File: config.mk
export PLATFORM = sky130hd
export DESIGN_NAME = ultrasonic_scan_scheduler
export DESIGN_NICKNAME = d
export VERILOG_FILES = /design/src/rtl/ultrasonic_scan_scheduler.sv
export SDC_FILE = /design/constraint.sdc
export NUM_CORES = 1
export LEC_CHECK = 0
export ABC_CLOCK_PERIOD_IN_PS = 3950
export CORE_MARGIN = 4
export CORE_UTILIZATION = 35
export DETAILED_ROUTE_END_ITERATION = 6
export PLACE_DENSITY_LB_ADDON = 0.15
export SETUP_SLACK_MARGIN = 0.1
export SLEW_MARGIN = 20
export SYNTH_ARGS = -nofsm -noshare
export SYNTH_HDL_FRONTEND = slang
export SYNTH_SLANG_ARGS = --single-unit
File: constraint.sdc
create_clock -name clk -period 3.95 [get_ports clk]
set_input_delay 0.79 -clock clk [delete_from_list [all_inputs] [get_ports clk]]
set_output_delay 0.79 -clock clk [all_outputs]
set_load 0.02 [all_outputs]
File: src/rtl/ultrasonic_scan_scheduler.sv
// ultrasonic_scan_scheduler
//
// Round-robin scheduler that fires one ultrasonic sensor driver at a time,
// waits for its completion pulse (or a timeout), then idles for a guard
// interval so residual echoes decay before the next transducer fires. At the
// end of every sweep it publishes the nearest valid obstacle.
//
// Ports:
//   clk, rst      clock; synchronous active-high reset
//   run           level; sweeps repeat while high (sampled in IDLE / sweep end)
//   start_o       one-hot, one-cycle start pulse to the selected driver
//   done_i        one-cycle completion pulse per driver
//   dist_i        driver distances, sensor k at [8k+7:8k]
//   dist_o        latched distance per sensor (8'hFF after a timeout)
//   valid_o       per-sensor: last measurement completed without timeout
//   nearest_dist  minimum valid distance of the last completed sweep
//   nearest_idx   index of nearest_dist (lowest index wins a tie)
//   obstacle      a valid sensor exists and nearest_dist < THRESH
//   sweep_done    one-cycle pulse when a sweep completes
//   busy          high whenever the FSM is not in IDLE
module ultrasonic_scan_scheduler #(
  parameter int          N_SENSORS      = 3,
  parameter int          GUARD_CYCLES   = 16,
  parameter int          TIMEOUT_CYCLES = 1000,
  parameter logic [7:0]  THRESH         = 8'd20,
  localparam int         IW             = $clog2(N_SENSORS)
) (
  input  logic                   clk,
  input  logic                   rst,
  input  logic                   run,
  output logic [N_SENSORS-1:0]   start_o,
  input  logic [N_SENSORS-1:0]   done_i,
  input  logic [8*N_SENSORS-1:0] dist_i,
  output logic [8*N_SENSORS-1:0] dist_o,
  output logic [N_SENSORS-1:0]   valid_o,
  output logic [7:0]             nearest_dist,
  output logic [IW-1:0]          nearest_idx,
  output logic                   obstacle,
  output logic                   sweep_done,
  output logic                   busy
);

  // One timer serves both the WAIT_DONE timeout and the GUARD interval.
  localparam int TMAX = (TIMEOUT_CYCLES > GUARD_CYCLES) ? TIMEOUT_CYCLES : GUARD_CYCLES;
  localparam int TW   = (TMAX > 1) ? $clog2(TMAX) : 1;

  localparam logic [TW-1:0]        T_LAST   = TW'(TIMEOUT_CYCLES - 1);
  localparam logic [TW-1:0]        G_LAST   = TW'(GUARD_CYCLES - 1);
  localparam logic [IW-1:0]        LAST_IDX = IW'(N_SENSORS - 1);
  localparam logic [N_SENSORS-1:0] ONE      = N_SENSORS'(1);

  typedef enum logic [1:0] {
    IDLE,
    FIRE,
    WAIT_DONE,
    GUARD
  } state_t;

  state_t        state;
  logic [IW-1:0] idx;
  logic [TW-1:0] timer;

  logic [7:0]    sel_dist;
  logic [7:0]    near_d;
  logic [IW-1:0] near_i;
  logic          near_found;

  always_comb begin
    sel_dist = dist_i[8*idx +: 8];
  end

  // Nearest search over the latched results; strict '<' keeps the lowest
  // index on a tie. The final sensor's result is already latched by the time
  // its GUARD ends, so this reflects the complete sweep when sampled.
  always_comb begin
    near_d     = '1;
    near_i     = '0;
    near_found = 1'b0;
    for (int unsigned i = 0; i < N_SENSORS; i++) begin
      if (valid_o[i] && (!near_found || dist_o[8*i +: 8] < near_d)) begin
        near_d     = dist_o[8*i +: 8];
        near_i     = IW'(i);
        near_found = 1'b1;
      end
    end
  end

  always_ff @(posedge clk) begin
    if (rst) begin
      state        <= IDLE;
      idx          <= '0;
      timer        <= '0;
      start_o      <= '0;
      dist_o       <= '1;
      valid_o      <= '0;
      nearest_dist <= '1;
      nearest_idx  <= '0;
      obstacle     <= 1'b0;
      sweep_done   <= 1'b0;
      busy         <= 1'b0;
    end else begin
      // start_o is asserted on the edge entering FIRE, so it is high exactly
      // for the FIRE cycle.
      start_o    <= '0;
      sweep_done <= 1'b0;
      case (state)
        IDLE: begin
          if (run) begin
            idx     <= '0;
            start_o <= ONE;
            busy    <= 1'b1;
            state   <= FIRE;
          end
        end

        FIRE: begin
          timer <= '0;
          state <= WAIT_DONE;
        end

        WAIT_DONE: begin
          timer <= timer + TW'(1);
          if (done_i[idx]) begin
            dist_o[8*idx +: 8] <= sel_dist;
            valid_o[idx]       <= 1'b1;
            timer              <= '0;
            state              <= GUARD;
          end else if (timer == T_LAST) begin
            dist_o[8*idx +: 8] <= 8'hFF;
            valid_o[idx]       <= 1'b0;
            timer              <= '0;
            state              <= GUARD;
          end
        end

        GUARD: begin
          if (timer == G_LAST) begin
            timer <= '0;
            if (idx != LAST_IDX) begin
              idx     <= idx + IW'(1);
              start_o <= ONE << (idx + IW'(1));
              state   <= FIRE;
            end else begin
              sweep_done   <= 1'b1;
              nearest_dist <= near_d;
              nearest_idx  <= near_i;
              obstacle     <= near_found && (near_d < THRESH);
              idx          <= '0;
              if (run) begin
                start_o <= ONE;
                state   <= FIRE;
              end else begin
                busy  <= 1'b0;
                state <= IDLE;
              end
            end
          end else begin
            timer <= timer + TW'(1);
          end
        end

        default: begin
          busy  <= 1'b0;
          state <= IDLE;
        end
      endcase
    end
  end

endmodule

==> results.yml, run 1 <==
final_layout:
  antenna_cells: 0
  final_cell_mix: "clkdlybuf4s50_1, dfxtp_1, nor2_1, a21oi_1, buf_4"
  drive_gt1_frac: 0.1897
  synthToLayoutAreaGrowth_pct: 44.45
  layout_commonest_cell: "clkdlybuf4s50_1"
  post-route-util: 0.5239
  nNetsFinal: 554
placement:
  dpl.hpwl_mm: 7.840
  portBuffers: 72
  dp_slack_ns: -0.06313
  gp_congestion: 0.8946
sta:
  finClkSkew_ns: 0.009837
  drv_slew: 0
  period_needed_ns: 3.947
  rsz0062_at_grt: "yes"
  setup_viol: 0
  min_period_over_period: 0.9992
  slew_headroom: 0.4495
  hold_viol: 0
  fin_ws_ns: 0.003011
  clock.fmax_ghz: 0.2534
  worst_pin_slew_ns: 0.8235
global_route:
  gr-total-overflow: 0
  antenna_found_initial: 0
  first_global_vias: 3286
  grt_max_degree: 34
  grt_use_total: 0.1865
  grt_pass1_wl_mm: 16.80
setup_path:
  reg2reg_depth: 17
  crit_required_ns: 4.16
  cp.arrival_ns: 4.16
  endpoint_kind: "register"
  worst-setup-path-type: "reg -> reg"
  cp_max_fo: 8
  r2r_slack_ns: 0.003
  r2r_end: "nearest_dist[4]$_SDFFE_PP1P_"
  worstSetupStartpointType: "register"
synth:
  syn_area_per_cell_um2: 8.374
  synth_flop_cell: "dfxtp_1"
  synth_nets: 457
  yosys.area.top_type_share: 0.3373
  synthesis.area_um2: 3383
  ys_seq_elements: 57
  synth_cells: 404
  synth_edf_count: 0
  synth_cell_types: 59
  ys_warn_count: 0
  ys_top_cells_by_area: "dfxtp_1, ha_1, a21oi_1"
  synth_area_leader_cell: "dfxtp_1"
  synth_async_sr_flop_share: 0
  yosysSeqAreaShare: 0.3373
clock_tree:
  cts_tree: "built"
  insertion_delay_ns: 0.35
  path_clk_slew_ns: 0.07
  cts_buffers: 9
  ctsHoldBuffers: 0
  cts_buffer_depth: 2
  cts_sinks: 57
  root_buffer: "clkbuf_8"
  cts_max_level: 3
drt:
  drt-vias-per-instance: 5.422
  routed_wl_mm: 10.75
  wl_per_cell_um: 16.93
  ant_nets: 0
  first_iter_violations: 195
  drc_errors: 0
  dr.pass1.iters: 4
  vias: 3443
floorplan:
  rows: 35
  start_util: 0.3627
  die_h_um: 106.3
  core_area_um2: 9328
  ioPinCount: 73
  dieArea_um2: 11300
  die_w_um: 106.3
hold_path:
  hold_path.class: "reg -> reg"
  hold_path_depth: 2
  min_from: "nearest_idx[0]$_SDFFE_PP0P_"
  worst_hold_path.endpoint: "nearest_idx[0]$_SDFFE_PP0P_"
run:
  cap_violations: 0
power:
  p_per_area_nw_per_um2: 361.7
  ir_drop_mv: 0.1351
  p_leak_uw: 0.001763
  p_total_uw: 1767
run_status:
  status: "finished, final reports clean"
==> registers in the layout (all words and copies together) (netlist names), 2 cells and up, named ones only <==
| signal | flops |
|---|---|
| nearest_dist | 8 |
| idx | 2 |
| dist_o | 24 |
| nearest_idx | 2 |
| timer | 10 |
| start_o | 3 |
| state | 2 |
==> cell usage after synthesis, drive strengths merged (3+ instances only) <==
| cell type | number |
|---|---|
| dfxtp | 57 |
| o21ai | 18 |
| o21a | 4 |
| nor2b | 3 |
| nor2 | 43 |
| nand4 | 4 |
| a221oi | 6 |
| nand2b | 8 |
| ha | 23 |
| a211oi | 4 |
| o22ai | 6 |
| nand2 | 36 |
| or2 | 4 |
| a311oi | 8 |
| and3 | 5 |
| nor3 | 9 |
| a32oi | 3 |
| nand3 | 17 |
| a211o | 18 |
| and2 | 4 |
| mux2i | 13 |
| buf | 4 |
| nor3b | 6 |
| inv | 10 |
| nor4b | 3 |
| clkbuf | 20 |
| a21oi | 40 |
==> metrics by stage <==
step           std cells  hold WS (ns)  area, um2  setup TNS, ns
2_1_floorplan        404        0.4773       3436              0
3_3_place_gp         603        0.4546       4369              0
3_5_place_dp         603        0.4551       4369        -0.3212
4_1_cts              628        0.4773       4733              0
5_1_grt              635        0.5084       4887        -0.7161
6_report             635        0.4699       4887              0
==> worst max-delay path: stages (launching register included) <==
cell,delay [ns]
dfxtp_4,0.37
clkinv_8,0.08
nor2_4,0.04
ha_4,0.27
nand4_1,0.19
or2_4,0.32
o211ai_4,0.22
and2_4,0.26
buf_6,0.12
o22ai_2,0.07
ha_1,0.32
nand3_2,0.09
a21oi_1,0.08
or4b_4,0.52
o41ai_4,0.40
buf_4,0.20
mux2i_1,0.19
o21ai_1,0.07
==> timing repair <==
| action | in CTS | in global routing |
|---|---|---|
| buffers inserted | 9 | 7 |
| cloned | 0 | 0 |
| setup endpoints to repair | 10 | 11 |
| gates resized for setup | 20 | 15 |
| hold endpoints to repair | 0 | 0 |
| pin swaps | 18 | 12 |
==> logic make-up after synthesis <==
logic type / after synthesis / synth area share
flops: 57 / 0.3373
buf+inv: 36 / 0.04253
simple gates: 149 / 0.2215
fa+ha+maj: 23 / 0.08506
compound gates: 125 / 0.2718
mux: 14 / 0.04179
==> how the worst max path moves through the flow <==
stage                                 startpoint                      endpoint  cells after the start
after CTS                               register  nearest_dist[4]$_SDFFE_PP1P_                     17
after detailed placement                register  nearest_dist[6]$_SDFFE_PP1P_                     16
after global placement    dist_o[4]$_SDFFE_PP1P_  nearest_dist[3]$_SDFFE_PP1P_                     15
after floorplan                         register  nearest_dist[1]$_SDFFE_PP1P_                     17
final                                   register  nearest_dist[4]$_SDFFE_PP1P_                     17
after global routing                    register  nearest_dist[4]$_SDFFE_PP1P_                     16
==> report_power, final <==
| part | internal [uW] | switching [uW] | leakage, uW |
|---|---|---|---|
| clock | 288 | 269 | 0.0000983 |
| sequential | 617 | 50.9 | 0.000462 |
| combinational | 233 | 309 | 0.00120 |
==> layout make-up <==
| type | instances | area [um2] |
|---|---|---|
| clock inverter | 4 | 33.78 |
| inverter | 12 | 57.56 |
| fill | 876 | 4441 |
| multi-input combinational | 311 | 2310 |
| sequential | 57 | 1146 |
| clock buffer | 12 | 166.4 |
| timing repair buffer | 110 | 1012 |
| tap | 129 | 161.4 |
==> layer usage <==
layer / up-vias / share of wire / global-route usage
met5: - / 0 / 0
met4: 0 / 0.019 / 0.07031
met3: 19 / 0.067 / 0.04736
met2: 124 / 0.44 / 0.2824
met1: 1611 / 0.47 / 0.2544
li1: 1689 / - / -
(Power assumes the default switching activity.)
==> run 2: changes to the inputs <==
--- a/config.mk
+++ b/config.mk
@@ -15,3 +15,4 @@
 export SYNTH_ARGS = -nofsm -noshare
 export SYNTH_HDL_FRONTEND = slang
 export SYNTH_SLANG_ARGS = --single-unit
+export TNS_END_PERCENT = 30
==> results.yml, run 2 (synthesis gave the netlist of run 1 again) <==
run_status:
  status: "finished, final reports clean"
sta:
  hold_viol: 0
  hold_slack_ns: 0.4745
  drv_slew: 0
  min_period_over_period: 0.9620
  clock.fmax_ghz: 0.2632
  slew_headroom: 0.4393
  period_needed_ns: 3.800
  rsz0062_at_grt: "yes"
  setup_viol: 0
  worst_pin_slew_ns: 0.8399
  fin_ws_ns: 0.1502
  finClkSkew_ns: 0.01417
drt:
  dr.pass1.iters: 5
  met1Wirelength_mm: 4.949
  routed_wl_mm: 10.29
  route.top_layer_used: "met4"
  drc_errors: 0
  vias: 3368
  drt-vias-per-instance: 5.406
  wl_per_cell_um: 16.52
  dr_wl_met3_um: 610
  ant_nets: 0
  first_iter_violations: 290
  dr_wl_met2_mm: 4.636
clock_tree:
  cts_sinks: 57
  path_clk_slew_ns: 0.07
  root_buffer: "clkbuf_8"
  cts_buffer_depth: 2
  cts_max_level: 3
  cts_buffers: 9
  insertion_delay_ns: 0.34
  cts_tree: "built"
  ctsHoldBuffers: 0
global_route:
  antenna_found_initial: 0
  grt_max_degree: 33
  first_global_vias: 3283
  grt_pass1_wl_mm: 16.85
  gr-total-overflow: 0
  grt_use_total: 0.1854
power:
  p_leak_uw: 0.001698
  p_per_area_nw_per_um2: 369.5
  p_total_uw: 1728
  ir_drop_mv: 0.1545
hold_path:
  hold_path_depth: 2
  min_from: "obstacle$_SDFFE_PP0P_"
  hold_path.class: "reg -> reg"
  worst_hold_path.endpoint: "obstacle$_SDFFE_PP0P_"
final_layout:
  antenna_cells: 0
  drive_gt1_frac: 0.1457
  layout_commonest_cell: "clkdlybuf4s50_1"
  final_cell_mix: "clkdlybuf4s50_1, dfxtp_1, nor2_1, a21oi_1, nand2_1"
  synthToLayoutAreaGrowth_pct: 38.20
  largest_reg_flops: 24
  largest_register: "dist_o"
  reg_top3: "dist_o: 24 flops, timer: 10 flops, nearest_dist: 8 flops"
  post-route-util: 0.5013
  nNetsFinal: 543
floorplan:
  rows: 35
  ioPinCount: 73
  dieArea_um2: 11300
  die_h_um: 106.3
  start_util: 0.3627
  die_w_um: 106.3
  core_area_um2: 9328
setup_path:
  cp_max_fo: 9
  crit_required_ns: 4.15
  worstSetupStartpointType: "register"
  r2r_end: "obstacle$_SDFFE_PP0P_"
  worst-setup-path-type: "reg -> reg"
  reg2reg_depth: 16
  cp.arrival_ns: 4.00
  r2r_slack_ns: 0.15
  endpoint_kind: "register"
placement:
  dp_slack_ns: -0.05842
  dpl.hpwl_mm: 7.838
  gp_congestion: 0.9257
  portBuffers: 72
run:
  cap_violations: 0
-- run 2: changes by cell type in the layout (fill, tap and decap cells not counted), moves of 2 or more --
| cell | delta |
|---|---|
| buf_6 | -2 |
| ha_4 | -4 |
| nor2_1 | +3 |
| clkinv_2 | +2 |
| ha_1 | +4 |
| nor2_4 | -3 |
| buf_4 | -9 |
-- run 2: worst max-delay path by stage --
stage	slack [ns]	endpoint
after floorplan	0.04	nearest_dist[1]$_SDFFE_PP1P_
after global placement	0.03	nearest_dist[7]$_SDFFE_PP1P_
after detailed placement	-0.06	nearest_dist[1]$_SDFFE_PP1P_
after CTS	0.11	obstacle$_SDFFE_PP0P_
after global routing	-0.003	nearest_dist[1]$_SDFFE_PP1P_
final	0.15	obstacle$_SDFFE_PP0P_
-- run 2: layer usage --
metal / vias up / global-route usage
met5: - / 0
met4: 0 / 0.05643
met3: 8 / 0.04797
met2: 100 / 0.2864
met1: 1592 / 0.2531
li1: 1668 / -
-- run 2: layout make-up --
cell class / count / area [um2]
Timing Repair Buffer: 99 / 922.1
Tap cell: 129 / 161.4
Inverter: 12 / 50.05
Sequential cell: 57 / 1146
Fill cell: 914 / 4652
Clock buffer: 10 / 137.6
Multi-Input combinational cell: 311 / 2202
Clock inverter: 5 / 56.30
-- run 2: report_power, final --
part / switching [uW] / total (uW) / internal, uW
sequential: 44.6 / 662 / 617
clock: 244 / 547 / 304
combinational: 297 / 519 / 221
total: 586 / 1730 / 1140
-- run 2: repair_timing --
item / in CTS / in global routing
gates resized for setup: 7 / 7
endpoints found under the setup margin: 10 / 9
gates cloned: 0 / 0
pin swaps: 7 / 4
setup buffers: 1 / 3
-- run 2: per-stage QoR --
step | setup TNS, ns | instances | instance area (um2)
floorplan | 0 | 404 | 3436
global placement | 0 | 604 | 4377
detailed placement | -0.1186 | 604 | 4377
CTS | 0 | 620 | 4612
global route | -0.006519 | 623 | 4676
finish | 0 | 623 | 4676
-- run 2: critical path, stage by stage, from the launching register on --
cell      delay [ns]
dfxtp_4         0.36
clkinv_4        0.08
nor2_4          0.12
ha_4            0.21
a211o_1         0.31
a21oi_4         0.23
o211ai_4        0.12
and2_4          0.20
o22ai_4         0.21
ha_4            0.24
a21oi_1         0.13
a21oi_1         0.08
or4b_4          0.57
o41ai_4         0.35
buf_4           0.19
mux2i_1         0.18
o32ai_1         0.09
